## src/rtl/miller_pkg.sv

```systemverilog
// Shared definitions for the Miller receive-frame sequencer.
package miller_pkg;

    typedef enum logic [2:0] {
        ST_IDLE  = 3'd0,
        ST_SYNC  = 3'd1,
        ST_DATA  = 3'd2,
        ST_CHECK = 3'd3,
        ST_DONE  = 3'd4
    } state_t;

    localparam logic [15:0] CRC16_POLY    = 16'h1021;
    localparam logic [15:0] CRC16_PRESET  = 16'hFFFF;
    localparam logic [15:0] CRC16_RESIDUE = 16'h1D0F;

    localparam logic [5:0]  DEF_PREAMBLE  = 6'b010111;

    // One MSB-first CRC-16/CCITT step for a single received bit.
    function automatic logic [15:0] crc16_step(input logic [15:0] crc_cur, input logic bit_in);
        logic fb;
        fb = crc_cur[15] ^ bit_in;
        return {crc_cur[14:0], 1'b0} ^ (fb ? CRC16_POLY : 16'h0000);
    endfunction

endpackage

```

## src/rtl/miller_rx_ctrl_if.sv

```systemverilog
// Control, demodulator and frame-delivery signals of the Miller receiver.
interface miller_rx_ctrl_if #(parameter int DATA_W = 64);
    logic              in_start;
    logic              in_abort;
    logic [6:0]        in_frame_len;
    logic              out_demod_en;
    logic              in_demod_data;
    logic [DATA_W-1:0] out_data;
    logic [6:0]        out_len;
    logic              out_crc_ok;
    logic              out_valid;
    logic              in_ready;
    logic              out_busy;
    logic              out_timeout;

    // Receiver side
    modport master (
        input  in_start, in_abort, in_frame_len, in_demod_data, in_ready,
        output out_demod_en, out_data, out_len, out_crc_ok, out_valid, out_busy, out_timeout
    );

    // Protocol layer / stimulus side
    modport slave (
        output in_start, in_abort, in_frame_len, in_demod_data, in_ready,
        input  out_demod_en, out_data, out_len, out_crc_ok, out_valid, out_busy, out_timeout
    );
endinterface

```

## src/rtl/miller_crc16.sv

```systemverilog
// Serial CRC-16/CCITT accumulator, one bit per enable.
module miller_crc16 import miller_pkg::*; (
    input  logic        clk,
    input  logic        rst,
    input  logic        clr,
    input  logic        en,
    input  logic        bit_in,
    output logic [15:0] crc
);
    logic [15:0] crc_q, crc_d;

    // Preset on frame start, advance one bit per strobe.
    always_comb begin
        crc_d = crc_q;
        if (clr)
            crc_d = CRC16_PRESET;
        else if (en)
            crc_d = crc16_step(crc_q, bit_in);
    end

    // CRC register.
    always_ff @(posedge clk or posedge rst) begin
        if (rst) crc_q <= '0;
        else     crc_q <= crc_d;
    end

    assign crc = crc_q;
endmodule

```

## src/rtl/miller_rx_ctrl.sv

```systemverilog
// Miller receive-frame sequencer: preamble hunt, payload capture, CRC check, handoff.
//   state | meaning
//   IDLE  | demodulator off, waiting for in_start
//   SYNC  | sampling bits, hunting the preamble, timeout running
//   DATA  | shifting payload bits into out_data and the CRC
//   CHECK | one cycle to latch CRC verdict and length
//   DONE  | frame presented, waiting for in_ready
module miller_rx_ctrl import miller_pkg::*; #(
    parameter int                 CLK_PER_BIT  = 16,
    parameter int                 MAX_BITS     = 64,
    parameter int                 PRE_LEN      = 6,
    parameter logic [PRE_LEN-1:0] PREAMBLE     = DEF_PREAMBLE,
    parameter int                 TIMEOUT_BITS = 32
) (
    input logic             clk,
    input logic             rst,
    miller_rx_ctrl_if.master bus
);
    localparam int                PHASE_W = $clog2(CLK_PER_BIT);
    localparam int                TMO_W   = $clog2(TIMEOUT_BITS + 1);
    localparam logic [PHASE_W-1:0] HALF   = PHASE_W'(CLK_PER_BIT / 2);
    localparam logic [PHASE_W-1:0] LAST   = PHASE_W'(CLK_PER_BIT - 1);

    state_t                state_q, state_d;
    logic [PHASE_W-1:0]    phase_q, phase_d;
    logic [6:0]            bit_cnt_q, bit_cnt_d;
    logic [TMO_W-1:0]      tmo_cnt_q, tmo_cnt_d;
    logic [PRE_LEN-1:0]    win_q, win_d;
    logic [MAX_BITS-1:0]   data_q, data_d;
    logic [6:0]            len_q, len_d;
    logic [6:0]            out_len_q, out_len_d;
    logic                  crc_ok_q, crc_ok_d;
    logic                  timeout_q, timeout_d;

    logic                  strobe, crc_clr, crc_en;
    logic [15:0]           crc;
    logic [PRE_LEN-1:0]    win_shift;
    logic [6:0]            len_clamped;
    logic [PHASE_W-1:0]    phase_next;

    assign strobe      = (state_q == ST_SYNC || state_q == ST_DATA) && (phase_q == HALF);
    assign win_shift   = {win_q[PRE_LEN-2:0], bus.in_demod_data};
    assign phase_next  = (phase_q == LAST) ? '0 : phase_q + 1'b1;
    assign len_clamped = (bus.in_frame_len == 7'd0 || bus.in_frame_len > 7'(MAX_BITS))
                         ? 7'(MAX_BITS) : bus.in_frame_len;

    miller_crc16 u_crc (
        .clk    (clk),
        .rst    (rst),
        .clr    (crc_clr),
        .en     (crc_en),
        .bit_in (bus.in_demod_data),
        .crc    (crc)
    );

    // Next-state, counters and datapath; abort overrides everything outside IDLE.
    always_comb begin
        state_d   = state_q;
        phase_d   = phase_q;
        bit_cnt_d = bit_cnt_q;
        tmo_cnt_d = tmo_cnt_q;
        win_d     = win_q;
        data_d    = data_q;
        len_d     = len_q;
        out_len_d = out_len_q;
        crc_ok_d  = crc_ok_q;
        timeout_d = 1'b0;
        crc_clr   = 1'b0;
        crc_en    = 1'b0;

        if (state_q != ST_IDLE && bus.in_abort) begin
            state_d = ST_IDLE;
            data_d  = '0;
        end else begin
            case (state_q)
                ST_IDLE: begin
                    if (bus.in_start && !bus.in_abort) begin
                        state_d   = ST_SYNC;
                        len_d     = len_clamped;
                        phase_d   = '0;
                        bit_cnt_d = '0;
                        tmo_cnt_d = '0;
                        win_d     = '0;
                        data_d    = '0;
                        out_len_d = '0;
                        crc_ok_d  = 1'b0;
                        crc_clr   = 1'b1;
                    end
                end
                ST_SYNC: begin
                    // Phase keeps free-running into DATA so bit timing is continuous.
                    phase_d = phase_next;
                    if (strobe) begin
                        win_d = win_shift;
                        if (win_shift == PREAMBLE) begin
                            state_d = ST_DATA;
                        end else begin
                            tmo_cnt_d = tmo_cnt_q + 1'b1;
                            if (tmo_cnt_q == TMO_W'(TIMEOUT_BITS - 1)) begin
                                timeout_d = 1'b1;
                                state_d   = ST_IDLE;
                            end
                        end
                    end
                end
                ST_DATA: begin
                    phase_d = phase_next;
                    if (strobe) begin
                        data_d    = {data_q[MAX_BITS-2:0], bus.in_demod_data};
                        crc_en    = 1'b1;
                        bit_cnt_d = bit_cnt_q + 7'd1;
                        if (bit_cnt_q + 7'd1 == len_q)
                            state_d = ST_CHECK;
                    end
                end
                ST_CHECK: begin
                    crc_ok_d  = (crc == CRC16_RESIDUE);
                    out_len_d = len_q;
                    state_d   = ST_DONE;
                end
                ST_DONE: begin
                    if (bus.in_ready)
                        state_d = ST_IDLE;
                end
                default: state_d = ST_IDLE;
            endcase
        end
    end

    // State and datapath registers.
    always_ff @(posedge clk or posedge rst) begin
        if (rst) begin
            state_q   <= ST_IDLE;
            phase_q   <= '0;
            bit_cnt_q <= '0;
            tmo_cnt_q <= '0;
            win_q     <= '0;
            data_q    <= '0;
            len_q     <= '0;
            out_len_q <= '0;
            crc_ok_q  <= 1'b0;
            timeout_q <= 1'b0;
        end else begin
            state_q   <= state_d;
            phase_q   <= phase_d;
            bit_cnt_q <= bit_cnt_d;
            tmo_cnt_q <= tmo_cnt_d;
            win_q     <= win_d;
            data_q    <= data_d;
            len_q     <= len_d;
            out_len_q <= out_len_d;
            crc_ok_q  <= crc_ok_d;
            timeout_q <= timeout_d;
        end
    end

    // Outputs decode straight from registered state, so reset drops them at once.
    assign bus.out_demod_en = (state_q == ST_SYNC) || (state_q == ST_DATA);
    assign bus.out_busy     = (state_q != ST_IDLE);
    assign bus.out_valid    = (state_q == ST_DONE);
    assign bus.out_data     = data_q;
    assign bus.out_len      = out_len_q;
    assign bus.out_crc_ok   = crc_ok_q;
    assign bus.out_timeout  = timeout_q;
endmodule
```

## src/flat_wrapper.sv

```systemverilog
// flat-port wrapper written by rule: the top's interface ports become plain ports
module miller_rx_ctrl_flat import miller_pkg::*;
#(
    parameter int                 CLK_PER_BIT  = 16,
    parameter int                 MAX_BITS     = 64,
    parameter int                 PRE_LEN      = 6,
    parameter logic [PRE_LEN-1:0] PREAMBLE     = DEF_PREAMBLE,
    parameter int                 TIMEOUT_BITS = 32
)
  (clk, rst, bus_in_start, bus_in_abort, bus_in_frame_len, bus_in_demod_data, bus_in_ready, bus_out_demod_en, bus_out_data, bus_out_len, bus_out_crc_ok, bus_out_valid, bus_out_busy, bus_out_timeout);
  miller_rx_ctrl_if bus_i ();
  input logic clk;
  input logic rst;
  input wire logic [$bits(bus_i.in_start)-1:0] bus_in_start;
  input wire logic [$bits(bus_i.in_abort)-1:0] bus_in_abort;
  input wire logic [$bits(bus_i.in_frame_len)-1:0] bus_in_frame_len;
  input wire logic [$bits(bus_i.in_demod_data)-1:0] bus_in_demod_data;
  input wire logic [$bits(bus_i.in_ready)-1:0] bus_in_ready;
  output wire logic [$bits(bus_i.out_demod_en)-1:0] bus_out_demod_en;
  output wire logic [$bits(bus_i.out_data)-1:0] bus_out_data;
  output wire logic [$bits(bus_i.out_len)-1:0] bus_out_len;
  output wire logic [$bits(bus_i.out_crc_ok)-1:0] bus_out_crc_ok;
  output wire logic [$bits(bus_i.out_valid)-1:0] bus_out_valid;
  output wire logic [$bits(bus_i.out_busy)-1:0] bus_out_busy;
  output wire logic [$bits(bus_i.out_timeout)-1:0] bus_out_timeout;
  assign bus_i.in_start = bus_in_start;
  assign bus_i.in_abort = bus_in_abort;
  assign bus_i.in_frame_len = bus_in_frame_len;
  assign bus_i.in_demod_data = bus_in_demod_data;
  assign bus_i.in_ready = bus_in_ready;
  assign bus_out_demod_en = bus_i.out_demod_en;
  assign bus_out_data = bus_i.out_data;
  assign bus_out_len = bus_i.out_len;
  assign bus_out_crc_ok = bus_i.out_crc_ok;
  assign bus_out_valid = bus_i.out_valid;
  assign bus_out_busy = bus_i.out_busy;
  assign bus_out_timeout = bus_i.out_timeout;
  miller_rx_ctrl #(.CLK_PER_BIT(CLK_PER_BIT), .MAX_BITS(MAX_BITS), .PRE_LEN(PRE_LEN), .PREAMBLE(PREAMBLE), .TIMEOUT_BITS(TIMEOUT_BITS)) u_core (.clk(clk), .rst(rst), .bus(bus_i));
endmodule
```

## config.mk

```make
export PLATFORM = sky130hd
export DESIGN_NAME = miller_rx_ctrl_flat
export DESIGN_NICKNAME = d
export VERILOG_FILES = /design/src/rtl/miller_pkg.sv /design/src/rtl/miller_rx_ctrl_if.sv /design/src/rtl/miller_crc16.sv /design/src/rtl/miller_rx_ctrl.sv /design/src/flat_wrapper.sv
export SDC_FILE = /design/constraint.sdc
export NUM_CORES = 1
export LEC_CHECK = 0
export CELL_PAD_IN_SITES_DETAIL_PLACEMENT = 1
export CELL_PAD_IN_SITES_GLOBAL_PLACEMENT = 1
export CORE_MARGIN = 1
export CORE_UTILIZATION = 36
export DETAILED_ROUTE_END_ITERATION = 10
export PLACE_DENSITY = 0.76
export RECOVER_POWER = 25
export SYNTH_ARGS = -nofsm -noshare
export SYNTH_HDL_FRONTEND = slang
export SYNTH_SLANG_ARGS = --single-unit
export TNS_END_PERCENT = 1
```

## constraint.sdc

```tcl
create_clock -name clk -period 3.23 [get_ports clk]
set_input_delay 0.323 -clock clk [delete_from_list [all_inputs] [get_ports clk]]
set_output_delay 0.323 -clock clk [all_outputs]
set_load 0.01 [all_outputs]
```

Word level (Yosys, flattened, before mapping)
Cells that the tools add are included.
{ "totals": {"ff_bits": 121, "inputBits": 13, "output_inout_bits": 76, "wordCells": 105} }
{ "op_classes": {"n_addsub": 3, "magnitude_cmp": 1, "n_eq_ne": 20, "muxes": 43, "n_bitwise": 3, "n_reduce_logical": 24} }
{ "op_table": {"columns": ["cell", "count"], "rows": [
  ["2-to-1 mux 64 bit", 3],
  ["case mux 64 bit (2 select lines)", 1],
  ["2-to-1 mux 16 bit", 2],
  ["case mux 7 bit (2 select lines)", 2],
  ["2-to-1 mux 3 bit", 8],
  ["2-to-1 mux 7 bit", 3],
  ["2-to-1 mux 6 bit", 3],
  ["== test 16 x 13 -> 1 bit (second input constant)", 1],
  ["bitwise XOR 16 x 13 -> 16 bit", 1],
  ["case mux 3 bit (5 select lines)", 1],
  ["2-to-1 mux 13 bit", 1],
  ["== test 6 x 5 -> 1 bit (second input constant)", 2],
  ["2-to-1 mux 1 bit", 12],
  ["case mux 6 bit (2 select lines)", 1],
  ["AND reduction 3 bit", 4],
  ["case mux 5 bit (2 select lines)", 1],
  ["nonzero test 2 bit", 5],
  ["!= test 3 x 2 -> 1 bit (second input constant)", 3],
  ["== test 4 bit (second input constant)", 2],
  ["2-to-1 mux 4 bit", 2],
  ["case mux 4 bit (2 select lines)", 1],
  ["AND reduction 4 bit", 2],
  ["adder 7 x 1 -> 7 bit (second input constant)", 1],
  ["== test 7 bit", 1],
  ["other kinds (24)", 31]
]} }

Logic depth before layout (Yosys ltp)
Gate-level depths: netlist (run 1).
{ "depth": {"depth_word": 8, "mapped_depth": 10, "depth_no_buf": 7} }

Hierarchy
From an unflattened synthesis (run 1), not the netlist that was laid out.
{ "hier_totals": {"cells_unflattened": 590, "area_unflattened_um2": 5624.1} }
{ "by_module_without_submodules": {"columns": ["mod", "instances", "cells_per_inst", "area_per_inst_um2", "seq_area_each_um2"], "rows": [
  ["miller_rx_ctrl", 1, 533, 4899.7, 2627.5],
  ["miller_crc16", 1, 57, 724.4, 400.4]
]} }

Least setup slack after synthesis (run 1)
No wires, ideal clock.
{ "synth_path": {"kind": "register -> register", "start": "register u_core.state_q[2]", "end": "register u_core.bit_cnt_q[3]", "setup_time_ns": 0.076, "arrival_time_ns": 1.750, "required_time_ns": 3.154, "setup_slack_ns": 1.404, "stages_incl_launch_ff": 7, "n_path_buf": 2, "synth_period_minus_slack_ns": 1.826, "path_cell_list": "dfrtp_1 buf_6 or4b_4 or2_1 clkbuf_1 or3_1 o21ai_1"} }
{ "synth_between": {"elab_chain_cells": 5, "word_cells_on_any_way": 13, "classes_between": "4 x eq/ne; 1 x mux; 1 x bitwise; 7 x reduce/logical"} }
{ "synth_rtl": {"columns": ["item", "line_no", "text"], "rows": [
  ["from (decl)", "miller_rx_ctrl.sv:24", "state_t state_q, state_d;"],
  ["from (signal assigned)", "miller_rx_ctrl.sv:144", "state_q <= state_d;"],
  ["== test 3 x 1 -> 1 bit / == test 3 x 2 -> 1 bit (equally long branches)", "miller_rx_ctrl.sv:41, miller_rx_ctrl.sv:75", null],
  ["logical OR 1 bit", "miller_rx_ctrl.sv:41", "assign strobe = (state_q == ST_SYNC || state_q == ST_DATA) && (phase_q == HALF);"],
  ["logical AND 1 bit", "miller_rx_ctrl.sv:41", null],
  ["!= test 2 x 1 -> 1 bit (no line)", null, null],
  ["AND reduction 4 bit (no line)", null, null],
  ["to (signal assigned)", "miller_rx_ctrl.sv:146", "bit_cnt_q <= bit_cnt_d;"],
  ["to (decl)", "miller_rx_ctrl.sv:26", "logic [6:0] bit_cnt_q, bit_cnt_d;"]
]} }
Several ways; a longest one is shown, not always the timed one.
A chain may end at the register's enable or synchronous reset.

==> metrics.cfg, run 1 <==
[clock_network]
clock_path_buffers=2
numCtsBuffers=17
clkLatencyLatePin_ns=0.42
cts_tree=done
hold_buffers=0
path_clk_slew_ns=0.06
cts_root_buf=clkbuf_16
cts.sinks=121
cts_setup_buffers=0
htree_levels=4
cts-resized-gates=0

[power_and_ir_drop]
peakVddDrop_uv=367
p_seq_share_pct=42.0
netSwitchingFraction_pct=23.6
pwr-share-clk_pct=51.5
intPower_w=0.00290
switching_power_w=0.000894
p_per_area_mw_per_mm2=543
power_w=0.00379
p_comb_share_pct=6.5
p_leak_nw=2.93

[sta]
finalCritPeriodShare_pct=73.4
clock_skew_ns=0.00607
drv_slew=41
max_freq_mhz=422
finalHoldViolCount=0
fin_tns_setup_ns=0
slew_headroom_pct=-18.1
finalSetupViolations=0
timing.final.crit_period_ns=2.37
worstMarginPinSlew_ns=1.76
rsz0062_at_grt=no

[global_routing]
grt_pass1_wl_um=22400
grt_usage_pct=19.1
antenna_found_initial=0
overflow=0
grt_max_degree=129
grt_pass1_vias=4464

[setup_path]
crit_fanout=40
critical_path_buf_inv_count=3
crit_slowest_cell=clkinvlp_2
startpoint_type=input port
required_ns=3.65
crit_path_end_kind=asynchronous set/reset pin
path_cells=dlygate4sd3_1 > clkinvlp_2 > clkbuf_2
path_class=in -> async
arrival_ns=2.79
cpPeakStageDelay_ns=1.01
cp_top_family=buffers and inverters

[routing]
vias_per_cell=5.08
post_drt_wl_per_cell_um=15.9
dr_total_vias=4367
wl_um=13600
drc=0
drt_iter0_markers=281
dr.pass1.iters=4
ant_nets=0

[final_layout]
antenna_cells=0
final_util_pct=48.3
layout_common_cells=nand2_1, dfrtp_1, clkdlybuf4s50_1, o21ai_0, nand3_1
areaGrowthSynthToFinish_pct=31.1
drive_gt1_share_pct=7.10
fin_nets=681
final_common_cell=nand2_1

[die]
initial_core_util_pct=36.8
ios=89
coreArea_mm2=0.0145
rows=44
die-height_um=124
dieArea_mm2=0.0153
die_w_um=124

[run_status]
status=finished with violations
violations=capacitance limit, slew limit

[synth]
ys_async_sr_fraction_pct=100
synth.distinct_cells=48
synth.ff_latch_count=121
synth_area_mm2=0.00533
synth_edf_count=0
synthFlopType=dfrtp_1
syn-instance-count=584
yosys_warnings=0
syn_area_per_cell_um2=9.13
synth.net_count=601
yosysSeqAreaShare_pct=56.8

[placement]
port_buffers=88
hpwl_um=8980
globalplace.congestion=0.793

[job]
cap_violations=1

[min_path]
hold_path_class=reg -> reg

[power groups by stage]
stage / Combinational [W] / Clock [W] / Sequential, W
after floorplan: 0.000179 / 0 / 0.00160
after global placement: 0.000242 / 0 / 0.00161
after detailed placement: 0.000253 / 0 / 0.00162
after CTS: 0.000257 / 0.00199 / 0.00159
after global routing: 0.000280 / 0.00205 / 0.00160
final: 0.000246 / 0.00195 / 0.00159
[cell families (layout without fill, tap and decap cells)]
kind of cell	count (synthesis)	in the layout	share of synthesized area, %
AO/OA/AOI/OAI	126	126	13.8
buffers and inverters	44	136	3.50
adder cells (fa/ha/maj)	4	4	0.939
multiplexers	2	2	0.376
XOR/XNOR	15	15	2.46
flip-flops	121	121	56.8
AND/OR/NAND/NOR	272	272	22.1
[per-stage QoR]
step	hold WS [ns]	instances	cell area, µm²	setup WS [ns]
final	0.478	860	6990	0.859
after global placement	0.462	829	6410	0.950
after CTS	0.475	860	7020	0.986
after global routing	0.532	860	6990	0.411
after detailed placement	0.472	829	6410	0.881
after floorplan	0.451	584	5330	1.40
[layout make-up]
cell class                 count  area, µm²
clock inverter                11        146
tap                          184        230
inverter                       8       31.3
clock buffer                  20        467
timing repair buffer          97        956
sequential                   121       3030
multi-input combinational    419       2130
fill                        1644       7490
[cell usage after synthesis, types with 3 or more instances]
library cell    n  share of area (%)
nor3_1          5               0.47
a22o_1         12                2.0
nand2_1       191                 13
and2_1          3               0.35
nand3b_1        3               0.42
a31oi_1         3               0.35
inv_1           8               0.56
o21ai_0        86                8.1
xor2_1          8                1.3
nand2b_1        9                1.1
nand3_1        19                1.8
o211ai_1        3               0.42
clkbuf_1       23                1.6
nand4_1         3               0.35
and3_1          3               0.35
buf_2          11                1.0
dfrtp_1       121                 57
nor2_1         18                1.3
nor4_1          3               0.35
or3_1           3               0.35
ha_1            4               0.94
a21oi_1         6               0.56
xnor2_1         7                1.2
[sequential cells by signal, summed over array words and instances, names as in the netlist]
name	count
u_core.bit_cnt_q	7
u_core.u_crc.crc	16
u_core.bus.out_data	64
u_core.bus.out_timeout	1
u_core.bus.out_crc_ok	1
u_core.bus.out_len	7
u_core.state_q	3
u_core.tmo_cnt_q	6
u_core.phase_q	4
u_core.win_q	5
u_core.len_q	7
[final timing paths]
check / from / end / slack, ns / depth (start not counted)
worst min register to register: u_core.bus.out_data[63] / u_core.bus.out_data[63] / 0.48 / 2
max in group clk: u_core.state_q[1] / bus_out_demod_en / 1.02 / 4
min in group asynchronous: rst / u_core.bus.out_data[3] / 0.79 / 2
worst min-delay path: u_core.bus.out_data[63] / u_core.bus.out_data[63] / 0.48 / 2
worst max register to register: u_core.state_q[1] / u_core.bus.out_len[1] / 1.04 / 4
worst max-delay path: rst / u_core.bus.out_data[21] / 0.86 / 3
[routing by layer]
| layer | GRT usage [%] | wire, µm | vias up |
|---|---|---|---|
| met5 | 0 | 0 | - |
| met3 | 4.58 | 366 | 20 |
| met2 | 31.8 | 6890 | 63 |
| met1 | 23.7 | 6140 | 2163 |
| li1 | - | - | 2121 |
| met4 | 7.76 | 244 | 0 |
[worst reg2reg max path: stages (launching register included)]
cell and delay [ns]:
dfrtp_1 0.54, nand2_1 0.16, nor3_1 0.77, nor2_1 0.32
a22o_1 0.29
Power figures use the tool's default switching activity.
==> run 2, diff against run 1 <==
Clock period 3.23 ns to 2.1 ns, I/O delays scaled along.
==> run 2 against run 1 <==
The flow now finishes without violations. Clock power increased by 81%. Register-to-register slack got worse by 0.87 ns. Total power increased by 69%. Design area increased by 4.4%. Sequential share of layout area decreased by 1.8 points. Flip-flop and latch count unchanged. Non-clock buffer count increased by 14. Highest routed layer unchanged.
==> metrics.cfg, run 2 (synthesis results as in run 1) <==
[die]
ios=89  ; unchanged
coreArea_mm2=0.0145  ; unchanged
rows=44  ; unchanged
initial_core_util_pct=36.8  ; unchanged
die_w_um=124  ; unchanged
dieArea_mm2=0.0153  ; unchanged
die-height_um=124  ; unchanged

[global_routing]
grt_usage_pct=19.7  ; +0.60 points
grt_pass1_vias=4674  ; +4.7%
overflow=0  ; unchanged
grt_max_degree=67  ; -48%
antenna_found_initial=0  ; unchanged
grt_pass1_wl_um=23100  ; +3.0%

[final_layout]
layout_common_cells=nand2_1, dfrtp_1, o21ai_0, clkdlybuf4s50_1, nand3_1
multi_input_area_mm2=0.00213  ; +0.24%
fin_nets=695  ; +2.1%
stdcell_count=875  ; +1.7%
final_util_pct=50.4  ; +2.1 points
final_common_cell=nand2_1
regArea_mm2=0.00303  ; about the same
largest_reg_flops=64  ; unchanged
antenna_cells=0  ; unchanged
areaGrowthSynthToFinish_pct=36.9
drive_gt1_share_pct=9.26  ; +2.2 points
n_fill_cell=1608  ; -2.2%

[routing]
drt_iter0_markers=236  ; -16%
post_drt_wl_per_cell_um=16.4  ; +3.2%
dr.pass1.iters=4  ; unchanged
dr_total_vias=4521  ; +3.5%
wl_um=14300  ; +5.0%
ant_nets=0  ; unchanged
vias_per_cell=5.17  ; +1.8%
drc=0  ; unchanged

[sta]
fin_tns_setup_ns=0  ; unchanged
whs_ns=0.401  ; -0.0778 ns
slew_headroom_pct=21.9  ; +40 points
max_freq_mhz=496
timing.final.crit_period_ns=2.02
drv_slew=0  ; -100%
finalSetupViolations=0  ; unchanged
clock_skew_ns=0.00776  ; +0.00168 ns
finalHoldViolCount=0  ; unchanged
finalCritPeriodShare_pct=96.0
worstMarginPinSlew_ns=1.16  ; -0.597 ns
rsz0062_at_grt=no

[clock_network]
cts.sinks=121  ; unchanged
path_clk_slew_ns=0.05  ; about the same
numCtsBuffers=17  ; unchanged
clkLatencyLatePin_ns=0.41  ; about the same
cts_tree=done
cts_root_buf=clkbuf_16
hold_buffers=0  ; unchanged
clock_path_buffers=2  ; unchanged
htree_levels=4  ; unchanged

[placement]
port_buffers=88  ; unchanged
hpwl_um=9330  ; +3.9%
placedCellCount=843  ; +1.7%
globalplace.congestion=0.789  ; -0.44%

[min_path]
hold_path_class=in -> reg

[power_and_ir_drop]
p_leak_nw=3.08  ; +5.3%
peakVddDrop_uv=637  ; +73%
p_per_area_mw_per_mm2=878  ; +62%

[setup_path]
arrival_ns=1.81  ; -0.98 ns
crit_fanout=9  ; -78%
required_ns=1.89  ; -1.76 ns
crit_path_end_kind=output port
path_class=reg -> out
startpoint_type=register

[run_status]
status=completed

[job]
cap_violations=0  ; -1

-- run 2: cell count changes in the layout (fill, tap and decap cells not counted), sizes merged --
| cell | before | now |
|---|---|---|
| buf | 7 | 23 |
| inv | 7 | 8 |
| clkdlybuf4s50 | 87 | 86 |
| dlygate4sd2 | 0 | 1 |
| clkinvlp | 3 | 2 |
| clkinv | 6 | 1 |
| bufinv | 3 | 7 |
-- run 2: worst paths after layout --
| check | from | to | slack [ns] | cells past startpoint |
|---|---|---|---|---|
| worst max register to register | u_core.state_q[2] | u_core.bit_cnt_q[4] | 0.17 | 4 |
| max in group asynchronous | rst | u_core.state_q[0] | 0.87 | 3 |
| worst max-delay path | u_core.state_q[1] | bus_out_busy | 0.08 | 4 |
| min in group asynchronous | rst | u_core.u_crc.crc[2] | 0.50 | 2 |
| worst min-delay path | bus_in_frame_len[5] | u_core.len_q[5] | 0.40 | 3 |
| worst min register to register | u_core.bus.out_data[63] | u_core.bus.out_data[63] | 0.49 | 2 |
-- run 2: critical path: stages, from the launching register on --
cell             delay (ns)
dfrtp_1                0.41
buf_4                  0.18
nor2_1                 0.14
nand2_1                0.15
clkdlybuf4s50_1        0.51
-- run 2: report_power, final --
part	leakage (nW)	switching (W)	internal (W)	total [W]
logic	1.14	0.000271	0.000158	0.000429
registers	1.59	0.0000638	0.00238	0.00245
clock network	0.347	0.00105	0.00248	0.00353
-- run 2: cell type report --
cell class	instances	share of cell area, %
Sequential cell	121	41.5
Multi-Input combinational cell	419	29.2
Timing Repair Buffer	111	15.8
Clock buffer	22	6.64
Clock inverter	10	3.22
Tap cell	184	3.16
Inverter	8	0.429
-- run 2: stage by stage --
stage / total power (W) / area, µm² / worst slack [ns]
after global placement: 0.00289 / 6570 / 0.0952
final: 0.00641 / 7300 / 0.0845
after floorplan: 0.00274 / 5330 / 0.274
after detailed placement: 0.00292 / 6570 / 0.0431
after CTS: 0.00646 / 7290 / 0.0263
after global routing: 0.00661 / 7300 / 0.0276
-- run 2: metal layers --
| metal | global-route usage (%) | part of all wire, % | vias up |
|---|---|---|---|
| li1 | - | - | 2147 |
| met1 | 24.0 | 44 | 2268 |
| met2 | 33.1 | 51 | 80 |
| met3 | 4.62 | 2.5 | 26 |
| met4 | 8.73 | 2.4 | 0 |
| met5 | 0 | 0 | - |
-- run 2: timing repair --
| item | 4_1_cts | 5_1_grt |
|---|---|---|
| resized for setup | 1 | 2 |
| buffers inserted | 0 | 0 |
| gates cloned | 0 | 0 |
| hold endpoints to repair | 0 | 0 |
| endpoints found under the setup margin | 1 | 2 |
| pin swaps | 0 | 0 |
